<file path="src/rtl/ser_stream.sv">
// ser_stream: FIFO-buffered parallel-to-serial converter with per-word length,
// selectable bit order and downstream back-pressure on the serial side.
module ser_stream #(
    parameter int WIDTH   = 16,
    parameter int LEN_W   = $clog2(WIDTH) + 1,
    parameter int DEPTH   = 4,
    parameter int MIN_LEN = 3
) (
    input  logic             clk_i,
    input  logic             arst_n_i,
    input  logic             data_val_i,
    output logic             data_rdy_o,
    input  logic [WIDTH-1:0] data_i,
    input  logic [LEN_W-1:0] data_mod_i,
    input  logic             msb_first_i,
    output logic             ser_data_o,
    output logic             ser_data_val_o,
    output logic             ser_last_o,
    input  logic             ser_rdy_i,
    output logic             drop_o,
    output logic             busy_o
);
    localparam int PTR_W = $clog2(DEPTH);
    localparam int CNT_W = PTR_W + 1;
    localparam int ENT_W = WIDTH + LEN_W + 1;

    typedef enum logic {ST_IDLE, ST_SHIFT} state_t;

    logic [ENT_W-1:0] fifo_mem [DEPTH];
    logic [PTR_W-1:0] wr_ptr_reg;
    logic [PTR_W-1:0] rd_ptr_reg;
    logic [CNT_W-1:0] count_reg;
    state_t           state_reg;
    logic [WIDTH-1:0] shift_reg;
    logic [LEN_W-1:0] bit_cnt_reg;
    logic             msb_reg;
    logic             drop_reg;

    logic             fifo_full;
    logic             fifo_empty;
    logic             accept;
    logic             too_short;
    logic             push;
    logic             pop;
    logic             bit_done;
    logic [LEN_W-1:0] eff_len;
    logic [WIDTH-1:0] head_data;
    logic [LEN_W-1:0] head_len;
    logic             head_msb;
    logic [WIDTH-1:0] shl_next;
    logic [WIDTH-1:0] shr_next;

    assign fifo_full  = (count_reg == CNT_W'(DEPTH));
    assign fifo_empty = (count_reg == '0);
    assign accept     = data_val_i & ~fifo_full;
    assign too_short  = (data_mod_i != '0) && (data_mod_i < LEN_W'(MIN_LEN));
    assign eff_len    = (data_mod_i == '0 || data_mod_i > LEN_W'(WIDTH)) ? LEN_W'(WIDTH) : data_mod_i;
    assign push       = accept & ~too_short;
    assign bit_done   = (state_reg == ST_SHIFT) && ser_rdy_i && (bit_cnt_reg == '0);
    // Pop either to start from idle or to chain the next word without a bubble.
    assign pop        = ~fifo_empty & ((state_reg == ST_IDLE) | bit_done);

    assign {head_data, head_len, head_msb} = fifo_mem[rd_ptr_reg];

    assign shl_next[0]       = 1'b0;
    assign shr_next[WIDTH-1] = 1'b0;
    generate
        for (genvar gi = 1; gi < WIDTH; gi++) begin : g_shift
            assign shl_next[gi]   = shift_reg[gi-1];
            assign shr_next[gi-1] = shift_reg[gi];
        end
    endgenerate

    always_ff @(posedge clk_i) begin
        if (push) begin
            fifo_mem[wr_ptr_reg] <= {data_i, eff_len, msb_first_i};
        end
    end

    always_ff @(posedge clk_i or negedge arst_n_i) begin
        if (!arst_n_i) begin
            wr_ptr_reg  <= '0;
            rd_ptr_reg  <= '0;
            count_reg   <= '0;
            state_reg   <= ST_IDLE;
            shift_reg   <= '0;
            bit_cnt_reg <= '0;
            msb_reg     <= 1'b0;
            drop_reg    <= 1'b0;
        end else begin
            drop_reg <= accept & too_short;
            if (push) wr_ptr_reg <= wr_ptr_reg + PTR_W'(1);
            if (pop)  rd_ptr_reg <= rd_ptr_reg + PTR_W'(1);
            if (push & ~pop)      count_reg <= count_reg + CNT_W'(1);
            else if (pop & ~push) count_reg <= count_reg - CNT_W'(1);

            case (state_reg)
                ST_IDLE: begin
                    if (pop) begin
                        state_reg   <= ST_SHIFT;
                        shift_reg   <= head_data;
                        bit_cnt_reg <= head_len - LEN_W'(1);
                        msb_reg     <= head_msb;
                    end
                end
                ST_SHIFT: begin
                    if (ser_rdy_i) begin
                        if (bit_cnt_reg == '0) begin
                            if (pop) begin
                                shift_reg   <= head_data;
                                bit_cnt_reg <= head_len - LEN_W'(1);
                                msb_reg     <= head_msb;
                            end else begin
                                state_reg <= ST_IDLE;
                            end
                        end else begin
                            shift_reg   <= msb_reg ? shl_next : shr_next;
                            bit_cnt_reg <= bit_cnt_reg - LEN_W'(1);
                        end
                    end
                end
                default: state_reg <= ST_IDLE;
            endcase
        end
    end

    assign data_rdy_o     = ~fifo_full;
    assign ser_data_val_o = (state_reg == ST_SHIFT);
    assign ser_data_o     = ser_data_val_o & (msb_reg ? shift_reg[WIDTH-1] : shift_reg[0]);
    assign ser_last_o     = ser_data_val_o & (bit_cnt_reg == '0);
    assign drop_o         = drop_reg;
    assign busy_o         = ~fifo_empty | ser_data_val_o;

endmodule

</file>
<file path="config.mk">
export PLATFORM = sky130hd
export DESIGN_NAME = ser_stream
export DESIGN_NICKNAME = d
export VERILOG_FILES = /design/src/rtl/ser_stream.sv
export SDC_FILE = /design/constraint.sdc
export NUM_CORES = 1
export LEC_CHECK = 0
export CORE_MARGIN = 4
export CORE_UTILIZATION = 35
export DETAILED_ROUTE_END_ITERATION = 8
export PLACE_DENSITY = 0.64
export SLEW_MARGIN = 20
export SYNTH_ARGS = -nofsm -noshare
export SYNTH_HDL_FRONTEND = slang
export SYNTH_SLANG_ARGS = --single-unit
</file>
<file path="constraint.sdc">
create_clock -name clk_i -period 2.45 [get_ports clk_i]
set_input_delay 0.49 -clock clk_i [delete_from_list [all_inputs] [get_ports clk_i]]
set_output_delay 0.49 -clock clk_i [all_outputs]
set_load 0.01 [all_outputs]
</file>
==> run metrics, run 1 <==
Routed WL=between 9 and 10 mm; routed vias/inst=approximately 5.1; TritonCTS clock tree=yes; drt first-iter violations=about 190; max reg flops=88; Post-Synthesis Cells=300; Seq/Total Area, Yosys=67.3%; H-tree Lvls=4; met1 Usage GRT=between 10% and 20%; met3 usage=3.45%; number of global-route vias before repair=approximately 3000; Arr. time, crit path=around 2700 ps; Post-Synth Simple-Gate Area=4.61%; drt wl/cell=about 17 µm; core area=between 10000 and 15000 µm²; cts hold-fix bufs=0; worst setup path start=bit_cnt_reg[1]$_DFFE_PN0N_; DRC Markers=0; via count=a little under 3000; die area=about 17000 µm²; # setup viols final=0; Cell variety after synth=41; relative slew slack=between 60% and 70%; Yosys top cell area share=between 50% and 60%; period utilization=between 90 and 100%; post-synthesis compound-gate area fraction=~7.4%; largest net degree at the start of global routing=32; GR Overflow Total=0; Finished Core Util=between 40% and 50%; ANT nets after route=0; gr busiest metal=met2; share of layout cells above drive strength 1=a little under a third; final slew viol count=0; FP Rows=between 40 and 50; Sink Count=roughly 120; Worst-path clk slew=50 ps; Ports=32; I/O Buffers=31; post-synthesis adder-cell area fraction=under 10%; overall power=between 0.007 and 0.008 W; worst min-delay path class=input port to async pin; CP max FO=2; clock root cell=clkbuf_16; mapped cell area=approximately 5000 µm²; met2 Track Usage GR=a little over a fifth; Fin Hold WS=496 ps; Max Freq=roughly 410 MHz; number of synthesized register bits=between 100 and 150; xor and xnor area share after synthesis=1.55%; r2r startpoint=bit_cnt_reg[1]$_DFFE_PN0N_; Synth Area per Inst=16.9 µm²; Worst Skew=about 8.2 ps; crit start category=flip-flop; Layout area overhead=28.8%; status=completed; largest family of logic cells by synthesized area=multiplexers; Worst-Margin Slew=499 ps; first-pass GRT wire length=between 15 and 20 mm; Starting Density=36.2%; Die Ht=128 µm; Setup Crit Path Kind=flip-flop to flip-flop; Max Buffers Root-to-Sink=2; gr usage total=between 10% and 20%; post-synthesis mux area share=13.9%; endpoints failing hold=0; Synthesis Warnings=0; Max-Cap Viols=0; RSZ-0062 raised after global routing=true; Synth area leader=edfxtp_1; design area=approximately 6500 µm²; Clk Latency, worst-skew pair=~400 ps; Worst EP required=approximately 2700 ps; worst setup margin=about 25 ps; worst slack at placement=-471 ps; PwrDens=1190 nW/µm²; total iterations of the first detailed-routing run=4; initial antenna violation count=0; # diodes=0; Pleak=~2.3 nW; Max VDD drop=0.000612 V; Cell Area, Placed=slightly below 6000 µm²; TritonCTS Buffers=17; Final min period=around 2400 ps; post-synth net total=~340; Final Net Count=411; Die X=about 130 µm; Synth area leaders=edfxtp_1 (52%), dfrtp_1 (15%), mux4_2 (9.8%); post-detail-place hpwl=between 6 and 7 mm; global placement routability congestion=around 0.78; Setup crit end kind=flip-flop
==> synthesized netlist by cell type, drive strengths merged <==
cell type,count
nor2,6
mux2,17
inv,13
a21oi,6
nor4b,1
nand2b,1
mux2i,2
o21ai,7
a211oi,1
ha,10
o221ai,2
or4b,1
xor2,3
nand2,9
buf,10
nor4,2
nand4b,1
o22ai,17
or3b,1
xnor2,6
edfxtp,88
and2,9
nand3,2
dfrtp,31
fa,1
mux4,22
nor3,3
or3,2
nor2b,2
nor3b,1
clkbuf,4
a2bb2oi,15
a221oi,2
a31oi,2
==> through the flow <==
step	TNS, ps	cells
floorplan	-66.1	300
global placement	-7460	531
detailed placement	-17780	531
CTS	-36.5	565
global route	-72.2	566
finish	0	566
==> worst max-delay path, stage by stage, from the launching register on <==
cell      delay [ps]
dfrtp_1          380
inv_2             90
ha_4             130
or4b_4           480
a211oi_4         270
inv_2             90
ha_4             170
inv_2             50
fa_1             390
mux2_2           260
==> layout make-up <==
class	instances	area [µm²]
clock inverter	10	179
sequential	119	3420
timing repair buffer	69	646
fill	1197	7500
tap	180	225
multi-input combinational	154	1590
inverter	13	48.8
clock buffer	21	440
==> worst paths after layout <==
kind	end	slack, ps	cells after the start
setup / recovery	count_reg[1]$_DFFE_PN0P_	20	9
hold reg to reg	count_reg[2]$_DFFE_PN0P_	510	1
setup reg to reg	count_reg[1]$_DFFE_PN0P_	20	9
min in group clk_i	count_reg[2]$_DFFE_PN0P_	510	1
hold / removal	count_reg[0]$_DFFE_PN0P_	500	2
max in group asynchronous	shift_reg[7]$_DFFE_PN0N_	1640	2
==> timing repair <==
item,CTS,global route
cloned,0,0
pin swaps,4,5
setup buffers,3,1
resized for setup,11,5
endpoints found under the setup margin,3,3
==> power breakdown <==
| group | total (W) | switching [W] | internal [W] |
|---|---|---|---|
| Clock | 0.00259 | 0.000803 | 0.00179 |
| Combinational | 0.00222 | 0.00103 | 0.00119 |
| Sequential | 0.00295 | 0.000263 | 0.00269 |
| Total | 0.00776 | 0.00210 | 0.00566 |
==> cell families (layout without fill, tap and decap cells) <==
group           Yosys count  count (layout)
compound gates           52              52
simple gates             41              41
buf+inv                  27             113
mux                      41              41
flops                   119             119
xor+xnor                  9               9
fa+ha+maj                11              11
==> placed cells by master (no fill, tap or decap), types with 4 or more instances in the layout <==
master	Yosys	layout
a21oi_1	5	4
a2bb2oi_1	15	15
and2_1	9	9
buf_12	0	4
buf_4	1	34
bufinv_16	0	5
clkbuf_1	4	4
clkbuf_16	0	17
clkdlybuf4s50_1	0	28
dfrtp_1	31	31
edfxtp_1	88	88
ha_1	10	7
inv_1	12	9
inv_2	1	4
mux2_2	17	17
mux4_2	22	22
nand2_1	9	9
nor2_1	6	6
o21ai_0	6	6
o22ai_1	17	17
xnor2_1	6	6
==> layer usage <==
layer | vias up | wire length, µm
met2 | 56 | 4980
met3 | 14 | 355
met5 | - | 0
li1 | 1340 | -
met1 | 1472 | 4360
met4 | 0 | 155
No activity file was read; power rests on OpenSTA's default activity.
==> run 2: changes to the inputs <==
--- a/config.mk
+++ b/config.mk
@@ -5,10 +5,12 @@
 export SDC_FILE = /design/constraint.sdc
 export NUM_CORES = 1
 export LEC_CHECK = 0
+export CELL_PAD_IN_SITES_DETAIL_PLACEMENT = 1
+export CELL_PAD_IN_SITES_GLOBAL_PLACEMENT = 1
 export CORE_MARGIN = 4
 export CORE_UTILIZATION = 35
 export DETAILED_ROUTE_END_ITERATION = 8
-export PLACE_DENSITY = 0.64
+export PLACE_DENSITY = 0.71
 export SLEW_MARGIN = 20
 export SYNTH_ARGS = -nofsm -noshare
 export SYNTH_HDL_FRONTEND = slang
==> constraint.sdc (replaced) <==
create_clock -name clk_i -period 2.45 [get_ports clk_i]
set_input_delay 0.245 -clock clk_i [delete_from_list [all_inputs] [get_ports clk_i]]
set_output_delay 0.245 -clock clk_i [all_outputs]
set_load 0.01 [all_outputs]
==> run 2 against run 1 <==
Net effect:
- the run now ends with setup timing left
- maximum frequency is 1.6% lower
- core utilization hardly changed
- clock power is 6% lower
- via count is 1.9% higher
- clock skew is 5.1 ps higher
- critical path depth stayed put
- final area hardly changed
- combinational power is 5% higher
- global-route usage is 1.6 points higher
- die area stayed put
- routed wire length is 11% higher
- register-to-register slack worse by 40 ps
- critical path type unchanged
- critical endpoint unchanged
- largest power group unchanged
==> run metrics, run 2 (synthesis results as in run 1) <==
Layout area overhead=28.9% (was 28.8%); Worst Skew=13.3 ps (was 8.17 ps); Worst-Margin Slew=601 ps (was 499 ps); final slew viol count=0 (unchanged); Worst-path clk slew=60 ps (was 50 ps); Starting Density=36.2% (unchanged); met3 usage=3.78% (was 3.45%); gr busiest metal=met2 (unchanged); first-pass GRT wire length=18.0 mm (was 16.2 mm); period utilization=101% (was 99.0%); Die Ht=128 µm (unchanged); routed vias/inst=5.14 (was 5.09); Arr. time, crit path=2760 ps (was 2710 ps); worst slack at placement=-289 ps (was -471 ps); post-detail-place hpwl=6.79 mm (was 6.23 mm); status=complete, but fails checks (was completed); initial antenna violation count=0 (unchanged); largest net degree at the start of global routing=32 (unchanged); drt wl/cell=19.2 µm (was 17.4 µm); Critical Path Max Stage Delay=470 ps (was 480 ps); Finished Core Util=46.6% (about the same); clock root cell=clkbuf_16 (unchanged); Final Net Count=415 (was 411); I/O Buffers=31 (unchanged); CP bufs+invs=3 (unchanged); total iterations of the first detailed-routing run=4 (unchanged); Max Freq=406 MHz (was 412 MHz); CP most frequent cell=inv_2 (unchanged); core area=14000 µm² (unchanged); Pleak=2.33 nW (was 2.34 nW); Max VDD drop=0.000749 V (was 0.000612 V); global placement routability congestion=0.793 (was 0.775); setup tns final=-13.7 ps (was 0 ps); Setup crit end kind=flip-flop (unchanged); # diodes=0 (unchanged); number of global-route vias before repair=3361 (was 3016); RSZ-0062 raised after global routing=true (unchanged); Max Buffers Root-to-Sink=2 (unchanged); commonest non-fill, non-tap cell in the layout=edfxtp_1 (unchanged); via count=2936 (was 2882); TritonCTS Buffers=17 (unchanged); Worst path top cell family by delay=adder cells (unchanged); max reg flops=88 (unchanged); Worst EP required=2750 ps (was 2740 ps); Routed WL=10.9 mm (was 9.85 mm); Critical Path Slowest Stage Cell=or4b_4 (unchanged); design area=6550 µm² (was 6540 µm²); TritonCTS clock tree=yes (unchanged); relative slew slack=59.3% (was 66.4%); crit start category=flip-flop (unchanged); CP Cell Sequence=inv_2 > ha_4 > or4b_4 > a211oi_4 > inv_2 > ha_4 > inv_2 > fa_1 > mux2_4 (was inv_2 > ha_4 > or4b_4 > a211oi_4 > inv_2 > ha_4 > inv_2 > fa_1 > mux2_2); Final min period=2460 ps (was 2430 ps); # setup viols final=1 (was 0); met2 Track Usage GR=24.6% (was 21.0%); Layout fillers=1367 (was 1197); drt first-iter violations=145 (was 194); Ports=32 (unchanged); violated checks=setup timing; FP Rows=43 (unchanged); endpoints failing hold=0 (unchanged); Die X=128 µm (unchanged); DRC Markers=0 (unchanged); worst setup margin=-13.7 ps (was 24.9 ps); share of layout cells above drive strength 1=31.5% (was 30.6%); GR Overflow Total=0 (unchanged); Clk Latency, worst-skew pair=410 ps (was 400 ps); worst min-delay path class=input port to async pin (unchanged); H-tree Lvls=4 (unchanged); met1 Usage GRT=17.6% (was 16.8%); die area=16500 µm² (unchanged); gr usage total=14.6% (was 13.0%); PwrDens=1180 nW/µm² (was 1190 nW/µm²); Max-Cap Viols=0 (unchanged); CP max FO=2 (unchanged); commonest cells after routing, fill and taps aside=edfxtp_1 (88), buf_4 (38), dfrtp_1 (31), clkdlybuf4s50_1 (30), mux4_2 (22) (was edfxtp_1 (88), buf_4 (34), dfrtp_1 (31), clkdlybuf4s50_1 (28), mux4_2 (22)); Setup Crit Path Kind=flip-flop to flip-flop (unchanged); Cell Area, Placed=5830 µm² (was 5850 µm²); ANT nets after route=0 (unchanged); Sink Count=119 (unchanged)
-- run 2: cell types whose count changed in the layout (fill, tap and decap cells not counted), sizes merged --
cell	before	now
clkinv	3	8
dlymetal6s2s	2	0
dlygate4sd2	0	1
clkdlybuf4s50	28	30
buf	39	42
bufinv	5	3
clkbuf	21	19
-- run 2: where the power goes --
part           leakage [nW]  total [W]  switching, W  internal [W]
logic                 0.905    0.00234       0.00111       0.00123
clock network         0.280    0.00244      0.000851       0.00159
registers              1.15    0.00296      0.000271       0.00269
-- run 2: metrics by stage --
| stage | total power, W | hold WS, ps | cells |
|---|---|---|---|
| floorplan | 0.00444 | -50.6 | 300 |
| global placement | 0.00512 | 500 | 528 |
| detailed placement | 0.00523 | 512 | 528 |
| CTS | 0.00778 | 251 | 568 |
| global route | 0.00816 | 268 | 571 |
| finish | 0.00774 | 227 | 571 |
-- run 2: layout make-up --
| cell class | instances | area, µm² | share of cell area (%) |
|---|---|---|---|
| clock inverter | 13 | 156 | 2.39 |
| clock buffer | 19 | 433 | 6.61 |
| multi-input combinational | 154 | 1590 | 24.3 |
| tap | 180 | 225 | 3.44 |
| sequential | 119 | 3420 | 52.2 |
| timing repair buffer | 73 | 674 | 10.3 |
| inverter | 13 | 48.8 | 0.745 |
-- run 2: what timing repair did --
item                                    in CTS  in global routing
resized for setup                            8                  4
buffers inserted                             8                  3
endpoints found under the setup margin       2                  4
hold endpoints to repair                     0                  0
pin swaps                                    2                  2
hold buffers                                 0                  0
-- run 2: final timing paths --
kind                       cells after the start  slack, ps                        end                  startpoint
min in group clk_i                             3        440           drop_o$_DFF_PN0_                  data_val_i
min                                            2        230  wr_ptr_reg[1]$_DFFE_PN0P_                    arst_n_i
max reg2reg                                    9        -10   count_reg[1]$_DFFE_PN0P_  bit_cnt_reg[1]$_DFFE_PN0N_
min reg2reg                                    1        520   count_reg[2]$_DFFE_PN0P_    count_reg[2]$_DFFE_PN0P_
max in group asynchronous                      2       1890  rd_ptr_reg[0]$_DFFE_PN0N_                    arst_n_i
max                                            9        -10   count_reg[1]$_DFFE_PN0P_  bit_cnt_reg[1]$_DFFE_PN0N_
-- run 2: layer usage --
layer / share of wire (%) / up-vias
met5: 0 / -
met4: 2.0 / 0
met3: 3.0 / 16
met2: 51 / 55
met1: 44 / 1519
li1: - / 1346
-- run 2: worst reg2reg max path: stages, from the launching register on --
cell      delay [ps]
dfrtp_1          390
inv_2             90
ha_4             120
or4b_4           470
a211oi_4         280
inv_2            100
ha_4             170
inv_2             50
fa_1             410
mux2_4           280
